### src/rtl/ic_trace_fifo.sv
// Trace-capture FIFO: timestamps probe events and buffers (ts, tag, value, drop) records
// in a first-word-fall-through queue drained over a valid/ready port.
module ic_trace_fifo #(
  parameter int DATA_W = 32,
  parameter int TAG_W  = 8,
  parameter int TS_W   = 32,
  parameter int DEPTH  = 16
) (
  input  logic                     clk,
  input  logic                     rst_n,
  input  logic                     enable,
  input  logic                     clear,
  input  logic                     probe_valid,
  input  logic [TAG_W-1:0]         probe_tag,
  input  logic [DATA_W-1:0]        probe_data,
  output logic                     out_valid,
  input  logic                     out_ready,
  output logic [TS_W-1:0]          out_ts,
  output logic [TAG_W-1:0]         out_tag,
  output logic [DATA_W-1:0]        out_data,
  output logic                     out_drop,
  output logic [$clog2(DEPTH):0]   level,
  output logic [15:0]              drop_cnt
);

  localparam int AW = $clog2(DEPTH);

  logic [TS_W-1:0]   ts_q, ts_d;
  logic [AW-1:0]     wr_ptr_q, wr_ptr_d;
  logic [AW-1:0]     rd_ptr_q, rd_ptr_d;
  logic [AW:0]       level_q, level_d;
  logic [15:0]       drop_cnt_q, drop_cnt_d;
  logic              pending_q, pending_d;

  logic [TS_W-1:0]   ts_mem   [DEPTH];
  logic [TAG_W-1:0]  tag_mem  [DEPTH];
  logic [DATA_W-1:0] data_mem [DEPTH];
  logic              drop_mem [DEPTH];

  logic capture, full, pop, write, drop;

  // DEPTH is a power of two, so the MSB of the level alone marks a full FIFO.
  assign full    = level_q[AW];
  assign capture = probe_valid & enable & ~clear;
  assign pop     = out_valid & out_ready & ~clear;
  assign write   = capture & (~full | pop);
  assign drop    = capture & ~write;

  always_comb begin
    ts_d       = ts_q + 1'b1;
    wr_ptr_d   = wr_ptr_q;
    rd_ptr_d   = rd_ptr_q;
    level_d    = level_q;
    drop_cnt_d = drop_cnt_q;
    pending_d  = pending_q;

    if (clear) begin
      ts_d       = '0;
      wr_ptr_d   = '0;
      rd_ptr_d   = '0;
      level_d    = '0;
      drop_cnt_d = '0;
      pending_d  = 1'b0;
    end else begin
      if (write) begin
        wr_ptr_d  = wr_ptr_q + 1'b1;
        pending_d = 1'b0;
      end
      if (pop) begin
        rd_ptr_d = rd_ptr_q + 1'b1;
      end
      if (write && !pop) begin
        level_d = level_q + 1'b1;
      end else if (pop && !write) begin
        level_d = level_q - 1'b1;
      end
      if (drop) begin
        pending_d = 1'b1;
        if (drop_cnt_q != 16'hFFFF) begin
          drop_cnt_d = drop_cnt_q + 16'd1;
        end
      end
    end
  end

  always_ff @(posedge clk or negedge rst_n) begin
    if (!rst_n) begin
      ts_q       <= '0;
      wr_ptr_q   <= '0;
      rd_ptr_q   <= '0;
      level_q    <= '0;
      drop_cnt_q <= '0;
      pending_q  <= 1'b0;
    end else begin
      ts_q       <= ts_d;
      wr_ptr_q   <= wr_ptr_d;
      rd_ptr_q   <= rd_ptr_d;
      level_q    <= level_d;
      drop_cnt_q <= drop_cnt_d;
      pending_q  <= pending_d;
    end
  end

  // Storage needs no reset: every read of it is gated by out_valid.
  always_ff @(posedge clk) begin
    if (write) begin
      ts_mem[wr_ptr_q]   <= ts_q;
      tag_mem[wr_ptr_q]  <= probe_tag;
      data_mem[wr_ptr_q] <= probe_data;
      drop_mem[wr_ptr_q] <= pending_q;
    end
  end

  assign out_valid = (level_q != '0);
  assign out_ts    = out_valid ? ts_mem[rd_ptr_q]   : '0;
  assign out_tag   = out_valid ? tag_mem[rd_ptr_q]  : '0;
  assign out_data  = out_valid ? data_mem[rd_ptr_q] : '0;
  assign out_drop  = out_valid ? drop_mem[rd_ptr_q] : 1'b0;
  assign level     = level_q;
  assign drop_cnt  = drop_cnt_q;

endmodule
### config.mk
export PLATFORM = sky130hd
export DESIGN_NAME = ic_trace_fifo
export DESIGN_NICKNAME = d
export VERILOG_FILES = /design/src/rtl/ic_trace_fifo.sv
export SDC_FILE = /design/constraint.sdc
export NUM_CORES = 1
export LEC_CHECK = 0
export ABC_AREA = 1
export CORE_ASPECT_RATIO = 0.9
export CORE_MARGIN = 2
export CORE_UTILIZATION = 40
export CTS_CLUSTER_SIZE = 28
export DETAILED_ROUTE_END_ITERATION = 12
export PLACE_DENSITY_LB_ADDON = 0.1
export SLEW_MARGIN = 15
export SYNTH_ARGS = -nofsm -noshare
export SYNTH_HDL_FRONTEND = slang
export SYNTH_SLANG_ARGS = --single-unit
### constraint.sdc
create_clock -name clk -period 4.9 [get_ports clk]
set_input_delay 1.225 -clock clk [delete_from_list [all_inputs] [get_ports clk]]
set_output_delay 1.225 -clock clk [all_outputs]
set_load 0.05 [all_outputs]
After elaboration in Yosys (flattened, before gate mapping). Memories as Yosys holds them, arrays and structs flattened. Index checks and enable logic that the tools add are counted.

Flip-flop bits (word level): 62. Memories: 4. Input port bits: 46. Bits in read-only memories: 0. Latch bits: 0. RAM bits: 1168.

Shift operators: 0. Bitwise operators: 10. Reductions and logical operators: 12. Add/sub/neg operators: 6. Mux-type cells: 20. Order comparisons: 0. Eq/ne operators: 1. Divide/modulo/power cells: 0. Multipliers: 0.

Memories: data_mem (depth 16, bits a word 32, rd ports 1, clocked after memory_dff 0, wr ports 1, RTL line 37) `logic [DATA_W-1:0] data_mem [DEPTH];`; ts_mem (depth 16, bits a word 32, rd ports 1, clocked after memory_dff 0, wr ports 1, RTL line 35) `logic [TS_W-1:0] ts_mem [DEPTH];`; tag_mem (depth 16, bits a word 8, rd ports 1, clocked after memory_dff 0, wr ports 1, RTL line 36) `logic [TAG_W-1:0] tag_mem [DEPTH];`; drop_mem (depth 16, bits a word 1, rd ports 1, clocked after memory_dff 0, wr ports 1, RTL line 38) `logic drop_mem [DEPTH];`.

Operators by type and width (number): 32-bit 2-to-1 mux (3); 16-bit 2-to-1 mux (3); 32-bit by 1-bit adder with 32-bit output (second input constant) (1); 16-bit by 1-bit adder with 16-bit output (second input constant) (1); 4-bit 2-to-1 mux (4); 16-bit inequality test (second input constant) (1); 5-bit 2-to-1 mux (3); 4-bit by 1-bit adder with 4-bit output (second input constant) (2); 8-bit 2-to-1 mux (1); 2-bit nonzero test (4); 1-bit bitwise AND (6); 1-bit 2-to-1 mux (6); 3-bit nonzero test (2); 5-bit by 1-bit adder with 5-bit output (second input constant) (1); 5-bit nonzero test (1); 5-bit by 1-bit subtractor with 5-bit output (second input constant) (1); 1-bit NOT (3); 1-bit logical AND (2); 1-bit zero test (2); 2-bit AND reduction (1); 1-bit bitwise OR (1).

Longest topological paths before layout.
Depth in word-level cells: 10. Mapped depth: 14. Mapped depth without buffers: 14.

Worst setup path before layout. Ideal clock, no wire load.

Path type: input-to-reg. From: input port clear. To: memory data_mem[11][0] (enable). Buffers on the path: 1. Required time: 4395 ps. Library setup time: 505 ps. Arrival: 4971 ps. Stages on the path: 6. Setup slack: -576 ps. Cell sequence: buf_2 > inv_2 > nand2_1 > nor2_2 > nand2_1 > nor2_1.

Longest elaborated chain between the ends: 6. Elaborated cells on any way between the ends: 7. Classes of those cells: 2 x mux; 5 x bitwise.

Ends and longest elaborated chain: from (decl) (RTL line 12) `input logic clear,`; 1-bit NOT * (RTL line 44, 45); 1-bit bitwise AND (RTL line 45) `assign pop = out_valid & out_ready & ~clear;`; 1-bit bitwise OR (RTL line 46) `assign write = capture & (~full | pop);`; 1-bit bitwise AND * (RTL line 46); 1-bit 2-to-1 mux * (RTL line 106) `if (write) begin`; 1-bit 2-to-1 mux (not written as such) * (RTL line 109) `data_mem[wr_ptr_q] <= probe_data;`; to (decl) (RTL line 37).

Mark *: on every way between the ends. The rest lies on a longest branch, timed or not.

Worst setup path in the final report.
From: register rd_ptr_q[0]. To: output port out_ts[8].

Longest elaborated chain between the ends: 2.

Ends and longest elaborated chain: from (decl) (RTL line 30) `logic [AW-1:0] rd_ptr_q, rd_ptr_d;`; from (signal assigned) (RTL line 97) `rd_ptr_q <= rd_ptr_d;`; memory read 16 x 32 bit; 32-bit 2-to-1 mux (RTL line 115) `assign out_ts = out_valid ? ts_mem[rd_ptr_q] : '0;`; to (decl) (RTL line 18) `output logic [TS_W-1:0] out_ts,`.

No other way between the ends.

==> impl_metrics.toml <==
[worst_hold_path]
worst_hold_path_type = "flip-flop to flip-flop"
hold-path-cell-count = 2
whs_endpoint = "level[4]$_DFFE_PN0P_"
timing.hold.worst.start = "level[4]$_DFFE_PN0P_"

[clock_network]
cts.htree.levels = 4
cts-root-buf = "sky130_fd_sc_hd__clkbuf_16"
numCtsBuffers = 133
postCtsHoldBufs = 0
cts_num_sinks = 1230
ctsLongestPathBuffers = 3
cts_tree = "built"
insertion_delay_ns = 0.76
post-cts-setup-buffer-count = 0
cts.repair.resized = 0
cts.clk_slew.worst_paths_ns = 0.06

[grt]
first_global_vias = 31039
wire_length_of_the_first_global_routing_pass_um = 204000
grt_util_all_layers_pct = 21.3
grt_start_max_net_pins = 173
grt_overflow = 0
initial_antenna_violation_count = 2

[sta]
finalSetupViolCount = 0
fmax_mhz = 218
share_of_the_clock_period_used_by_the_worst_path_pct = 93.6
setup_total_negative_slack_ns = 0
timing.max_slew.rel_slack_pct = 32.7
hold_viol = 0
fin_crit_ns = 4.59
rsz0062_at_grt = "false"
drv_slew = 0
worst_clock_skew_ns = 0.0274
worstMarginPinSlew_ns = 1.01
worst_hold_slack_ns = 0.537
layout_setup_ws_ns = 0.314

[place]
pre_cts_ws_ns = 0.901
gp_congestion = 0.797
post-dp-hpwl_um = 67600
place_area_um2 = 54200
io_buffer_count = 140

[floorplanning]
die_width_um = 377
fp-row-count = 123
core-area_um2 = 125000
die_y_um = 340
io_pins = 141
start_util_pct = 40.2
die-area_um2 = 128000

[synthesis]
synthesis.yosys.warnings = 0
syn_area_per_cell_um2 = 11.9
synthesis.instances = 4210
yosys_reg_bits = 1230
synth_sequential_area_ratio_pct = 73.2
post_synth_num_cell_types = 28
postSynthNetCount = 4268
syn-cell-area_um2 = 50000

[cells_and_area]
finish.instance_area_um2 = 58400
num_antenna_cells = 0
flow.area_growth_from_synthesis_pct = 16.7
most_frequent_standard_cell_in_the_layout_excluding_fill_and_tap_cells = "sky130_fd_sc_hd__edfxtp_1"
final_net_count = 4376
layout-drive-gt1-share_pct = 8.66
post-route-util_pct = 46.9
final_cell_mix = "sky130_fd_sc_hd__edfxtp_1, sky130_fd_sc_hd__nor2_1, sky130_fd_sc_hd__o21ai_0"

[pwr]
vdd_ir_drop_max_mv = 0.331
static-leakage-power_nw = 19.8
power_per_cell_area_nw_per_um2 = 504

[routing]
number_of_remaining_drc_errors = 0
dr.first_iter.drc_count = 2754
route.vias.total = 32089
totalWireLength_um = 137000
ant_nets = 0
firstDrtPassIters = 5
viasPerCell = 5.31
routedWlPerCell_um = 22.7

[setup_path]
critical_path.max_fanout = 59
start_kind = "flip-flop"
cells_on_worst_reg2reg_path = 6
crit-reg2reg-launch = "level[4]$_DFFE_PN0P_"
r2r_slack_ns = 2.31
r2r-end = "data_mem[12][20]$_DFFE_PP_"
worstSetupPathType = "flip-flop to output port"
worst-endpoint-arrival_ns = 3.36
crit_required_ns = 3.67
sort_of_element_at_the_end_of_the_critical_path = "output port"

[job]
cap_viol_max_count = 0

[status]
status = "finished, final reports clean"
==> where the power goes <==
part           switching, mW  internal [mW]
sequential             0.100           11.5
clock                   4.15           5.61
combinational           5.28           2.77
total                   9.53           19.9
==> layer usage <==
metal  vias to the layer above  share of wire [%]  GRT usage (%)
met5                         -             0.0095              0
met4                         2                2.3           5.98
met3                       210                4.4           3.15
met2                       757                 47           34.2
met1                     15951                 46           30.3
li1                      15169                  -              -
==> Yosys cell counts, drive strengths merged <==
library cell  instances  share of area (%)
buf                 129                1.6
o21ai               563                5.6
o211ai              100                1.5
a21oi               108                1.1
dfrtp                62                3.1
ha                   11               0.28
xor2                  8               0.14
nand4                 7              0.088
or2                   2              0.025
a31oi                 1              0.013
clkbuf              130               0.98
nand2               403                3.0
xnor2                 4              0.070
fa                    1              0.040
edfxtp             1168                 70
inv                  85               0.64
nand3               359                3.6
o21a                  2              0.030
a22o                  1              0.018
nor3b                 1              0.015
nor2               1045                7.8
nor3                 20               0.20
==> layout make-up <==
cell class / instances / area, um^2
Clock buffer: 167 / 3620
Fill cell: 11061 / 66100
Tap cell: 1625 / 2030
Multi-Input combinational cell: 2636 / 11900
Sequential cell: 1230 / 36600
Timing Repair Buffer: 232 / 3230
Inverter: 85 / 347
Clock inverter: 71 / 574
==> worst max-delay path by stage <==
stage | cells after the start | startpoint | end
CTS | 10 | rd_ptr_q[0]$_DFFE_PN0P_ | out_data[24]
detailed placement | 8 | enable | data_mem[12][20]$_DFFE_PP_
finish | 8 | rd_ptr_q[0]$_DFFE_PN0P_ | out_ts[8]
global route | 8 | rd_ptr_q[0]$_DFFE_PN0P_ | out_ts[8]
floorplan | 6 | clear | data_mem[11][0]$_DFFE_PP_
global placement | 8 | probe_valid | data_mem[12][20]$_DFFE_PP_
==> through the flow <==
| step | power, mW | instances |
|---|---|---|
| 2_1_floorplan | 16.6 | 4210 |
| 3_3_place_gp | 20.0 | 5808 |
| 3_5_place_dp | 20.0 | 5808 |
| 4_1_cts | 29.8 | 6046 |
| 5_1_grt | 30.7 | 6046 |
| 6_report | 29.4 | 6046 |
==> worst max-delay path, cell delays in order (launching register included) <==
cell,delay [ns]
sky130_fd_sc_hd__dfrtp_4,0.61
sky130_fd_sc_hd__inv_8,0.38
sky130_fd_sc_hd__buf_12,0.31
sky130_fd_sc_hd__buf_12,0.25
sky130_fd_sc_hd__nor2_1,0.06
sky130_fd_sc_hd__o211ai_1,0.21
sky130_fd_sc_hd__nand3_1,0.09
sky130_fd_sc_hd__a21oi_1,0.42
sky130_fd_sc_hd__buf_12,0.20
==> cells by family (layout without fill, tap and decap cells) <==
kind of cell    Yosys count  count (layout)  share of synthesized area (%)
simple gates           1837            1837                           14.8
flops                  1230            1230                           73.2
compound gates          775             775                           8.27
buf+inv                 344             555                           3.20
fa+ha+maj                12              12                          0.315
xor+xnor                 12              12                          0.210
==> flip-flops by register name, summed over array words and instances, names as in the netlist <==
name and flops:
data_mem 512, ts_mem 512, tag_mem 128, ts_q 32, drop_cnt 16, drop_mem 16
level 5, rd_ptr_q 4, wr_ptr_q 4, pending_q 1
No activity file was read; power rests on OpenSTA's default activity.
